### src/rtl/hrv_pkg.sv
// Shared types and constants for the HRV datapath: FSM state encodings,
// RR value width and the saturating increment used by the interval counter.
package hrv_pkg;

    typedef enum logic {
        WAIT_FIRST = 1'b0,
        MEASURE    = 1'b1
    } meas_state_t;

    typedef enum logic {
        SER_IDLE  = 1'b0,
        SER_SHIFT = 1'b1
    } ser_state_t;

    localparam int              RR_W   = 8;
    localparam logic [RR_W-1:0] RR_MAX = 8'hFF;

    function automatic logic [RR_W-1:0] sat_inc(input logic [RR_W-1:0] value);
        logic [RR_W-1:0] result;
        if (value == RR_MAX) begin
            result = RR_MAX;
        end else begin
            result = value + 8'd1;
        end
        return result;
    endfunction

endpackage

### src/rtl/beat_sync_edge.sv
// Brings the asynchronous R-peak pulse into the clk domain and turns each
// rising edge into a registered single-cycle beat event.
module beat_sync_edge (
    input  logic clk,
    input  logic rst_n,
    input  logic beat_in,
    output logic beat_evt
);

    logic sync1_r;
    logic sync2_r;
    logic prev_r;
    logic evt_r;

    // Two-flop synchronizer, one history flop, and the registered edge pulse
    always_ff @(posedge clk or negedge rst_n) begin
        if (!rst_n) begin
            sync1_r <= 1'b0;
            sync2_r <= 1'b0;
            prev_r  <= 1'b0;
            evt_r   <= 1'b0;
        end else begin
            sync1_r <= beat_in;
            sync2_r <= sync1_r;
            prev_r  <= sync2_r;
            evt_r   <= sync2_r & ~prev_r;
        end
    end

    assign beat_evt = evt_r;

endmodule

### src/rtl/rr_interval_serializer.sv
// Measures the time between accepted heartbeats in prescaled ticks and ships
// each 8-bit interval MSB-first over the bit-serial link, with one spare slot.
module rr_interval_serializer #(
    parameter int TICK_DIV = 1000,
    parameter int MIN_RR   = 30,
    parameter int RR_W     = 8
) (
    input  logic            clk,
    input  logic            rst_n,
    input  logic            beat_in,
    output logic            bit_out,
    output logic            bit_valid,
    output logic            rr_valid,
    output logic            busy,
    output logic            overflow,
    output logic [RR_W-1:0] rr_count
);
    import hrv_pkg::*;

    localparam int              PW         = (TICK_DIV > 1) ? $clog2(TICK_DIV) : 1;
    localparam logic [PW-1:0]   PRESC_ZERO = {PW{1'b0}};
    localparam logic [PW-1:0]   PRESC_ONE  = PW'(1);
    localparam logic [PW-1:0]   PRESC_TERM = PW'(TICK_DIV - 1);
    localparam logic [RR_W-1:0] RR_ZERO    = {RR_W{1'b0}};
    localparam logic [RR_W-1:0] RR_ONE     = RR_W'(1);
    localparam logic [RR_W-1:0] RR_MIN     = RR_W'(MIN_RR);
    localparam logic [2:0]      LAST_IDX   = 3'(RR_W - 1);
    localparam logic [2:0]      PRE_LAST   = 3'(RR_W - 2);

    logic            beat_evt_s;
    logic            tick_s;
    logic [PW-1:0]   presc_next_s;
    logic [RR_W-1:0] rr_next_s;
    logic            cap_s;

    meas_state_t     meas_r;
    logic [PW-1:0]   presc_r;
    logic [RR_W-1:0] rr_cnt_r;

    logic            ser_idle_s;
    logic            last_s;
    logic            load_pend_s;
    logic            load_cap_s;
    logic            load_s;
    logic            cap_to_pend_s;
    logic            drop_s;
    logic [RR_W-1:0] load_val_s;
    ser_state_t      ser_next_s;
    logic            pend_full_next_s;

    ser_state_t      ser_r;
    logic [RR_W-1:0] shreg_r;
    logic [2:0]      idx_r;
    logic [RR_W-1:0] pend_r;
    logic            pend_full_r;
    logic            bit_out_r;
    logic            bit_valid_r;
    logic            rr_valid_r;
    logic            busy_r;
    logic            overflow_r;
    logic [RR_W-1:0] rr_count_r;

    beat_sync_edge u_sync (
        .clk      (clk),
        .rst_n    (rst_n),
        .beat_in  (beat_in),
        .beat_evt (beat_evt_s)
    );

    assign tick_s = (presc_r == PRESC_TERM);

    // Interval value as it would stand after this edge; a tick landing in
    // the beat cycle is counted so N*TICK_DIV clocks measure exactly N.
    always_comb begin
        presc_next_s = PRESC_ZERO;
        rr_next_s    = rr_cnt_r;
        cap_s        = 1'b0;
        if (tick_s) begin
            presc_next_s = PRESC_ZERO;
            rr_next_s    = sat_inc(rr_cnt_r);
        end else begin
            presc_next_s = presc_r + PRESC_ONE;
            rr_next_s    = rr_cnt_r;
        end
        if ((meas_r == MEASURE) && beat_evt_s && (rr_next_s >= RR_MIN)) begin
            cap_s = 1'b1;
        end else begin
            cap_s = 1'b0;
        end
    end

    // Prescaler, saturating interval counter and beat-acceptance FSM
    always_ff @(posedge clk or negedge rst_n) begin
        if (!rst_n) begin
            meas_r   <= WAIT_FIRST;
            presc_r  <= PRESC_ZERO;
            rr_cnt_r <= RR_ZERO;
        end else begin
            case (meas_r)
                WAIT_FIRST: begin
                    rr_cnt_r <= RR_ZERO;
                    if (beat_evt_s) begin
                        meas_r  <= MEASURE;
                        presc_r <= PRESC_ZERO;
                    end else begin
                        presc_r <= presc_next_s;
                    end
                end
                MEASURE: begin
                    if (cap_s) begin
                        presc_r  <= PRESC_ZERO;
                        rr_cnt_r <= RR_ZERO;
                    end else begin
                        presc_r  <= presc_next_s;
                        rr_cnt_r <= rr_next_s;
                    end
                end
                default: begin
                    meas_r   <= WAIT_FIRST;
                    presc_r  <= PRESC_ZERO;
                    rr_cnt_r <= RR_ZERO;
                end
            endcase
        end
    end

    // Route a captured value: straight to an idle serializer, else into the
    // spare slot if it is (or is about to be) free, else drop it.
    always_comb begin
        ser_idle_s    = (ser_r == SER_IDLE);
        last_s        = (ser_r == SER_SHIFT) && (idx_r == LAST_IDX);
        load_pend_s   = pend_full_r && (ser_idle_s || last_s);
        load_cap_s    = cap_s && ser_idle_s && !pend_full_r;
        load_s        = load_pend_s || load_cap_s;
        cap_to_pend_s = cap_s && !load_cap_s && (!pend_full_r || load_pend_s);
        drop_s        = cap_s && !load_cap_s && !cap_to_pend_s;
        load_val_s    = RR_ZERO;
        if (load_pend_s) begin
            load_val_s = pend_r;
        end else begin
            load_val_s = rr_next_s;
        end
        ser_next_s = ser_r;
        if (load_s) begin
            ser_next_s = SER_SHIFT;
        end else if (last_s) begin
            ser_next_s = SER_IDLE;
        end else begin
            ser_next_s = ser_r;
        end
        pend_full_next_s = pend_full_r;
        if (cap_to_pend_s) begin
            pend_full_next_s = 1'b1;
        end else if (load_pend_s) begin
            pend_full_next_s = 1'b0;
        end else begin
            pend_full_next_s = pend_full_r;
        end
    end

    // Serializer shift path, pending slot and all registered link outputs
    always_ff @(posedge clk or negedge rst_n) begin
        if (!rst_n) begin
            ser_r       <= SER_IDLE;
            shreg_r     <= RR_ZERO;
            idx_r       <= 3'd0;
            pend_r      <= RR_ZERO;
            pend_full_r <= 1'b0;
            bit_out_r   <= 1'b0;
            bit_valid_r <= 1'b0;
            rr_valid_r  <= 1'b0;
            busy_r      <= 1'b0;
            overflow_r  <= 1'b0;
            rr_count_r  <= RR_ZERO;
        end else begin
            ser_r       <= ser_next_s;
            pend_full_r <= pend_full_next_s;
            busy_r      <= (ser_next_s == SER_SHIFT) || pend_full_next_s;
            overflow_r  <= overflow_r || drop_s;
            if (cap_to_pend_s) begin
                pend_r <= rr_next_s;
            end else begin
                pend_r <= pend_r;
            end
            if (load_s) begin
                bit_out_r   <= load_val_s[RR_W-1];
                shreg_r     <= {load_val_s[RR_W-2:0], 1'b0};
                idx_r       <= 3'd0;
                bit_valid_r <= 1'b1;
                rr_valid_r  <= 1'b0;
            end else if ((ser_r == SER_SHIFT) && !last_s) begin
                bit_out_r   <= shreg_r[RR_W-1];
                shreg_r     <= {shreg_r[RR_W-2:0], 1'b0};
                idx_r       <= idx_r + 3'd1;
                bit_valid_r <= 1'b1;
                rr_valid_r  <= (idx_r == PRE_LAST);
                if (idx_r == PRE_LAST) begin
                    rr_count_r <= rr_count_r + RR_ONE;
                end else begin
                    rr_count_r <= rr_count_r;
                end
            end else begin
                bit_out_r   <= 1'b0;
                bit_valid_r <= 1'b0;
                rr_valid_r  <= 1'b0;
            end
        end
    end

    assign bit_out   = bit_out_r;
    assign bit_valid = bit_valid_r;
    assign rr_valid  = rr_valid_r;
    assign busy      = busy_r;
    assign overflow  = overflow_r;
    assign rr_count  = rr_count_r;

endmodule

### config.mk
export PLATFORM = sky130hd
export DESIGN_NAME = rr_interval_serializer
export DESIGN_NICKNAME = d
export VERILOG_FILES = /design/src/rtl/hrv_pkg.sv /design/src/rtl/beat_sync_edge.sv /design/src/rtl/rr_interval_serializer.sv
export SDC_FILE = /design/constraint.sdc
export NUM_CORES = 1
export LEC_CHECK = 0
export ABC_AREA = 1
export BUFFER_PORTS_ARGS = -buffer_cell sky130_fd_sc_hd__buf_2
export CAP_MARGIN = 40
export CORE_AREA = 2 2 87 89
export CTS_BUF_LIST = sky130_fd_sc_hd__clkbuf_4
export DETAILED_ROUTE_END_ITERATION = 12
export DIE_AREA = 0 0 89 91
export PLACE_DENSITY = 0.63
export SLEW_MARGIN = 25
export SYNTH_ARGS = -nofsm -noshare
export SYNTH_HDL_FRONTEND = slang
export SYNTH_SLANG_ARGS = --single-unit
### constraint.sdc
create_clock -name clk -period 2.7 [get_ports clk]
set_input_delay 0.27 -clock clk [delete_from_list [all_inputs] [get_ports clk]]
set_output_delay 0.27 -clock clk [all_outputs]
set_load 0.03 [all_outputs]
# After elaboration in Yosys (flattened, before gate mapping)
# Index checks and enable logic that the tools add are counted.
[word_totals]
register_bits = 57
latchBits = 0
ram_bits = 0
mem_bits_ro = 0
inputBits = 3
out_inout_bits = 13
word_cells = 79
mem_count = 0
[classes]
add_sub_neg = 4
multipliers = 0
div = 0
n_lt_le_gt_ge = 1
n_eq_ne = 4
n_shift = 0
mux = 26
bitwise = 5
reduce_logical = 21
[op_table]
columns = ["cell", "count"]
rows = [
  ["two-way mux 8 bit", 6],
  ["two-way mux 10 bit", 3],
  ["case mux 10 bit (2 select lines)", 1],
  ["adder 8 x 1 -> 8 bit (second input constant)", 2],
  ["case mux 8 bit (2 select lines)", 1],
  ["two-way mux 1 bit", 13],
  ["adder 10 x 1 -> 10 bit (second input constant)", 1],
  ["equality test 10 bit (second input constant)", 1],
  ["logical AND 1 bit", 10],
  ["equality test 8 bit (second input constant)", 1],
  ["greater-or-equal comparator 8 x 5 -> 1 bit (second input constant)", 1],
  ["equality test 3 bit (second input constant)", 2],
  ["two-way mux 3 bit", 2],
  ["logical OR 1 bit", 5],
  ["logical NOT 1 bit", 4],
  ["NOT 1 bit", 4],
  ["adder 3 x 1 -> 3 bit (second input constant)", 1],
  ["AND reduction 3 bit", 1],
  ["nonzero test 2 bit", 1],
  ["AND 1 bit", 1],
]

# Depth between registers and ports, before layout
[logic_depth]
ltp_word = 14
mapped_depth = 14
depth_no_buf = 13

# By module
# Synthesis repeated with hierarchy kept, for this count alone.
[hier_totals]
cells_unflattened = 331
area_unflattened_um2 = 2773.9
[by_module_without_submodules]
columns = ["module", "n_inst", "cells_per_inst", "area_each_um2", "seq_area_each_um2"]
rows = [
  ["rr_interval_serializer", 1, 325, 2663.8, 1276.2],
  ["beat_sync_edge", 1, 6, 110.1, 100.1],
]

# Worst setup path before layout
# OpenSTA, ideal clock, no wires.
[synth_timing]
kind = "register -> register"
startpoint = "register rr_cnt_r[0]"
endpoint = "register pend_r[2]"
setup_time_ps = 134
arrival_ps = 1850
t_required_ps = 2566
path_slack_ps = 716
stages_incl_launch_ff = 13
n_path_buf = 1
period_less_slack_ps = 1984
cell_sequence = "dfrtp_1 ha_1 nand2_1 nor2_1 nand2_1 nand3_1 o21ai_0 nor2_1 nand2_2 nand2_4 nand4_4 buf_6 o21ai_1"
[synth_between]
elab_chain_len = 11
word_cells_on_any_way = 12
classes_between = "add/sub: 1; order compare: 1; eq/ne: 1; mux: 3; reduce/logical: 6"
[synth_lines]
columns = ["item", "line_no", "text"]
rows = [
  ["start, declared", "rr_interval_serializer.sv:38", "logic [RR_W-1:0] rr_cnt_r;"],
  ["start signal, assigned", "rr_interval_serializer.sv:115", "rr_cnt_r <= rr_next_s;"],
  ["adder 8 x 1 -> 8 bit / equality test 8 bit (equally long branches)", "hrv_pkg.sv:23, hrv_pkg.sv:20", ""],
  ["two-way mux 8 bit", "hrv_pkg.sv:20", "if (value == RR_MAX) begin"],
  ["two-way mux 8 bit *", "rr_interval_serializer.sv:78", "if (tick_s) begin"],
  ["greater-or-equal comparator 8 x 5 -> 1 bit", "rr_interval_serializer.sv:85", "if ((meas_r == MEASURE) && beat_evt_s && (rr_next_s >= RR_MIN)) begin"],
  ["logical AND 1 bit", "rr_interval_serializer.sv:85", ""],
  ["two-way mux 1 bit", "rr_interval_serializer.sv:85", ""],
  ["logical AND 1 bit (2 in series)", "rr_interval_serializer.sv:133", "load_cap_s = cap_s && ser_idle_s && !pend_full_r;"],
  ["logical NOT 1 bit", "rr_interval_serializer.sv:135", "cap_to_pend_s = cap_s && !load_cap_s && (!pend_full_r || load_pend_s);"],
  ["logical AND 1 bit (2 in series)", "rr_interval_serializer.sv:135", ""],
  ["end signal, assigned", "rr_interval_serializer.sv:181", "pend_r <= rr_next_s;"],
  ["end signal, assigned", "rr_interval_serializer.sv:183", "pend_r <= pend_r;"],
  ["end, declared", "rr_interval_serializer.sv:54", "logic [RR_W-1:0] pend_r;"],
]
# Every way passes the cells marked *; elsewhere a longest branch is shown, timed or not.
# A chain may end at the register's enable or synchronous reset.

# Worst setup path in the final report
[layout_timing]
startpoint = "register rr_cnt_r[0]"
endpoint = "register idx_r[0]"
[layout_between]
elab_chain_len = 10
word_cells_on_any_way = 12
classes_between = "add/sub: 1; order compare: 1; eq/ne: 1; mux: 4; reduce/logical: 5"
[layout_lines]
columns = ["item", "line_no", "text"]
rows = [
  ["adder 8 x 1 -> 8 bit / equality test 8 bit (equally long branches)", "hrv_pkg.sv:23, hrv_pkg.sv:20", ""],
  ["two-way mux 8 bit", "hrv_pkg.sv:20", ""],
  ["two-way mux 8 bit *", "rr_interval_serializer.sv:78", ""],
  ["greater-or-equal comparator 8 x 5 -> 1 bit *", "rr_interval_serializer.sv:85", ""],
  ["logical AND 1 bit *", "rr_interval_serializer.sv:85", ""],
  ["two-way mux 1 bit *", "rr_interval_serializer.sv:85", ""],
  ["logical AND 1 bit * (2 in series)", "rr_interval_serializer.sv:133", ""],
  ["logical OR 1 bit *", "rr_interval_serializer.sv:134", "load_s = load_pend_s || load_cap_s;"],
  ["two-way mux 3 bit / nonzero test 2 bit (equally long branches)", "-", ""],
  ["end signal, assigned", "rr_interval_serializer.sv:194", "idx_r <= idx_r + 3'd1;"],
  ["end, declared", "rr_interval_serializer.sv:53", "logic [2:0] idx_r;"],
]
# Marks and branches as above.

==> results by stage <==
Timing:
- Setup repair after global routing left no endpoint under its margin.
- The hold violation count in the final report is 13.
- The clock arrives with around 0.012 ns of skew.
- The max-slew violation count came to 0.
- The worst hold margin is -0.0155 ns.
- At the pin with the least slew margin, the transition time is around 0.74 ns.
- The aggregate negative setup slack is 0 ns.
- The highest attainable clock frequency is 0.445 GHz.
- Dividing the final minimum period by the clock period gives 0.833.
- Headroom to the max-slew limit came out at 0.503.
- The time the worst path needs with I/O delays and setup is 2.25 ns.
- Setup violations remaining at the end of the flow were counted as 0.

Outcome:
- The run finished, with violations left.
- The checks that failed: negative hold slack.

Synthesis:
- The post-synthesis average cell area is between 8 and 9 um^2.
- Of the post-synthesis cell area, the dominant cell type holds 0.497.
- The share of the Yosys chip area taken by registers is 0.497.
- For this run, the number of Yosys warnings is 0.
- The count of different cell masters after synthesis is 33.
- In the post-synthesis netlist, the cell with the most instances is nand2_1.
- The synthesized netlist cell count is 335.
- By area the synthesized netlist is led by dfrtp_1 (50%), nand2_1 (9.9%), nand3_1 (8.7%), inv_1 (6.2%), nor2_1 (5.3%).
- Of all cell types, the one taking the most synthesized area is dfrtp_1.
- The post-synthesis sequential element count is 55.
- The number of nets handed over by synthesis was between 300 and 400.
- Ranked by instance count, the synthesized netlist is headed by nand2_1 (73), dfrtp_1 (55), nand3_1 (48), inv_1 (46), nor2_1 (39).
- Yosys mapped a number of flops with a built-in enable equal to 0.
- In the synthesized netlist the dominant register cell turns out to be dfrtp_1.
- After synthesis the cells add up to 0.00277 mm^2.
- Of all flip-flops after synthesis, the portion carrying an async set or reset was 1.00.

Clock network:
- The TritonCTS buffer count is 5.
- The count of clock tree sinks is 55.
- The number of buffers added for setup after CTS is 0.
- The TritonCTS clock tree is done.
- No sink is reached through more buffers than the 2 on the longest clock path.
- The tree is rooted in a clkbuf_4.
- The register clock-pin slew on the reported worst setup and hold paths is approximately 0.15 ns.
- For the worst-skew pair, the clock arrives at the later sink with an insertion delay of ~0.37 ns.
- The number of levels in the clock H-tree is 2.

Finish:
- The share of final-layout standard cells stronger than drive strength 1 is 0.126.
- The net count of the finished layout is around 370.
- Relative to the synthesized area, the layout overhead comes to 9.49%.
- The number of antenna diodes is 0.

Place:
- The congestion estimate from routability-driven global placement came to about 0.83.
- Input and output buffers added on the ports amount to 15.
- The final HPWL from detailed placement is approximately 3.8 mm.

Global routing:
- Entering global routing, the biggest net connects 56 pins.
- The via count of the first global-routing pass was between 2,000 and 2,500.
- The global-route usage over all layers is 0.144.
- The wire length of the first global-routing pass is 9.43 mm.
- The number of antenna violations at the first check in global routing is 0.
- The sum of overflow across all layers after global routing is 0.

Worst setup path:
- The worst setup path is captured at a register.
- The startpoint type of the worst setup path is a register.
- The worst setup path is of the register to register kind.
- For the worst setup path, the data arrival time is between 2 and 3 ns.
- The required time of the critical path is a little over 3 ns.
- Of all nets on the critical path, the largest fanout is 11.

Flow run:
- The max capacitance violation total is 0.

Pwr:
- Dividing total power by cell area gives a power density of around 500 mW/mm^2.
- The worst-case IR drop observed on VDD is about 210 uV.
- Summed over all cells, the static leakage comes to around 1.6 nW.

Routing:
- After detailed routing, the average wire length per cell comes to about 11 um.
- The detail route stage leaves a number of antenna-violating nets equal to 0.
- After detailed routing, the number of vias per cell comes to about 4.8.
- The final routed DRC violation total is 0.
- The routed layout has about 2,200 vias.
- The total length of routed wires is 5.23 mm.
- For this run, the detailed router's first-pass iteration total came to 6.
- The initial DRC count is 97.

Floorplanning:
- After floorplanning, the core was divided into 31 placement rows.
- The starting density of the core is 0.388.
- In this run the standard cell core region covers 0.00714 mm^2.
- The die is roughly 90 um tall.
- The overall die area is roughly 0.0081 mm^2.
- The top-level port count is 16.
- The die extent in x is 89 um.

Min path:
- The worst hold path class is input port to asynchronous set/reset pin.
## final timing paths
kind | start | endpoint | slack [ns] | cells past startpoint
worst max-delay path | rr_cnt_r[0] | idx_r[0] | 0.45 | 12
worst max register to register | rr_cnt_r[0] | idx_r[0] | 0.45 | 12
max in group asynchronous | rst_n | rr_cnt_r[3] | 2.24 | 2
min in group clk | u_sync.sync1_r | u_sync.sync2_r | 0.38 | 0
worst min-delay path | rst_n | u_sync.sync2_r | -0.02 | 2
worst min register to register | u_sync.sync1_r | u_sync.sync2_r | 0.38 | 0
## sequential cells by signal, summed over array words and instances (netlist names), 3 cells and up
register and flops:
rr_count 8, pend_r 8, rr_cnt_r 8, presc_r 10, shreg_r 7, idx_r 3
## cell families after synthesis
logic type	count (synthesis)	synth area share
AOI/OAI and AO/OA	27	0.0619
DFF	55	0.497
adders and majority gates	6	0.0271
xor gates and xnor gates	9	0.0285
buffers and inverters	55	0.0814
and+or+nand+nor	183	0.304
## through the flow
stage	utilization	power, mW	worst slack (ns)	instance area (um^2)	instances
6_report	0.425	1.52	0.452	3030	457
5_1_grt	0.425	1.61	0.0972	3030	457
4_1_cts	0.425	1.54	0.353	3030	457
3_5_place_dp	0.415	1.17	0.361	2960	448
3_3_place_gp	0.415	1.16	0.483	2960	448
2_1_floorplan	-	1.11	0.716	2770	335
## layout by cell type (no fill, tap or decap)
master / netlist / layout
a21oi_1: 1 / 1
a21oi_2: 1 / 1
a22o_1: 6 / 6
buf_2: 0 / 15
buf_4: 1 / 5
clkbuf_4: 0 / 6
clkinv_1: 1 / 2
clkinv_4: 0 / 1
dfrtp_1: 55 / 55
dlygate4sd3_1: 0 / 1
ha_1: 6 / 6
inv_1: 46 / 46
inv_2: 2 / 2
nand2_1: 73 / 73
nand2_2: 2 / 2
nand2_4: 1 / 1
nand3_1: 48 / 48
nand3_2: 1 / 1
nand3b_1: 1 / 1
nand3b_4: 1 / 1
nand4_1: 4 / 4
nand4_4: 1 / 1
nor2_1: 39 / 39
nor2_2: 1 / 1
nor3_1: 3 / 3
nor3b_1: 1 / 1
nor4_1: 1 / 1
o21ai_0: 5 / 4
o21ai_1: 11 / 12
o21ai_2: 2 / 2
o21bai_1: 1 / 1
or2_2: 6 / 6
xnor2_1: 2 / 2
xor2_1: 7 / 7
## area by class of cell
class                      instances  area, um^2
fill                             745        4110
clock buffer                       6        45.0
timing repair buffer              21         123
tap                               99         124
sequential                        55        1380
clock inverter                     2        12.5
inverter                          49         184
multi-input combinational        225        1170
## worst max-delay path, cell delays in order, from the launching register on
cell     delay [ns]
dfrtp_1        0.44
ha_1           0.24
nand2_1        0.11
nor2_1         0.07
nand2_1        0.19
nand3_1        0.11
nand2_1        0.07
nand2_1        0.09
nor2_1         0.27
nand2_4        0.12
nand3_2        0.20
nand2_1        0.11
a21oi_1        0.15
## metal layers
layer / GRT usage / vias to the layer above / share of wire
met1: 0.197 / 1028 / 0.48
met5: 0 / - / 0
met2: 0.230 / 25 / 0.48
met4: 0.0435 / 0 / 0.017
li1: - / 1117 / -
met3: 0.0264 / 7 / 0.024
## report_power, final
part	total (mW)	internal, mW	leakage (nW)	switching [mW]
clock network	0.362	0.112	0.0333	0.250
logic	0.207	0.0917	0.854	0.115
registers	0.947	0.881	0.739	0.0662
total	1.52	1.08	1.63	0.432
## timing repair
item / in CTS / in global routing
gates resized for setup: 0 / 1
hold endpoints to repair: 1 / 0
hold buffers: 1 / 0
setup endpoints to repair: 0 / 1
(Power assumes the default switching activity.)
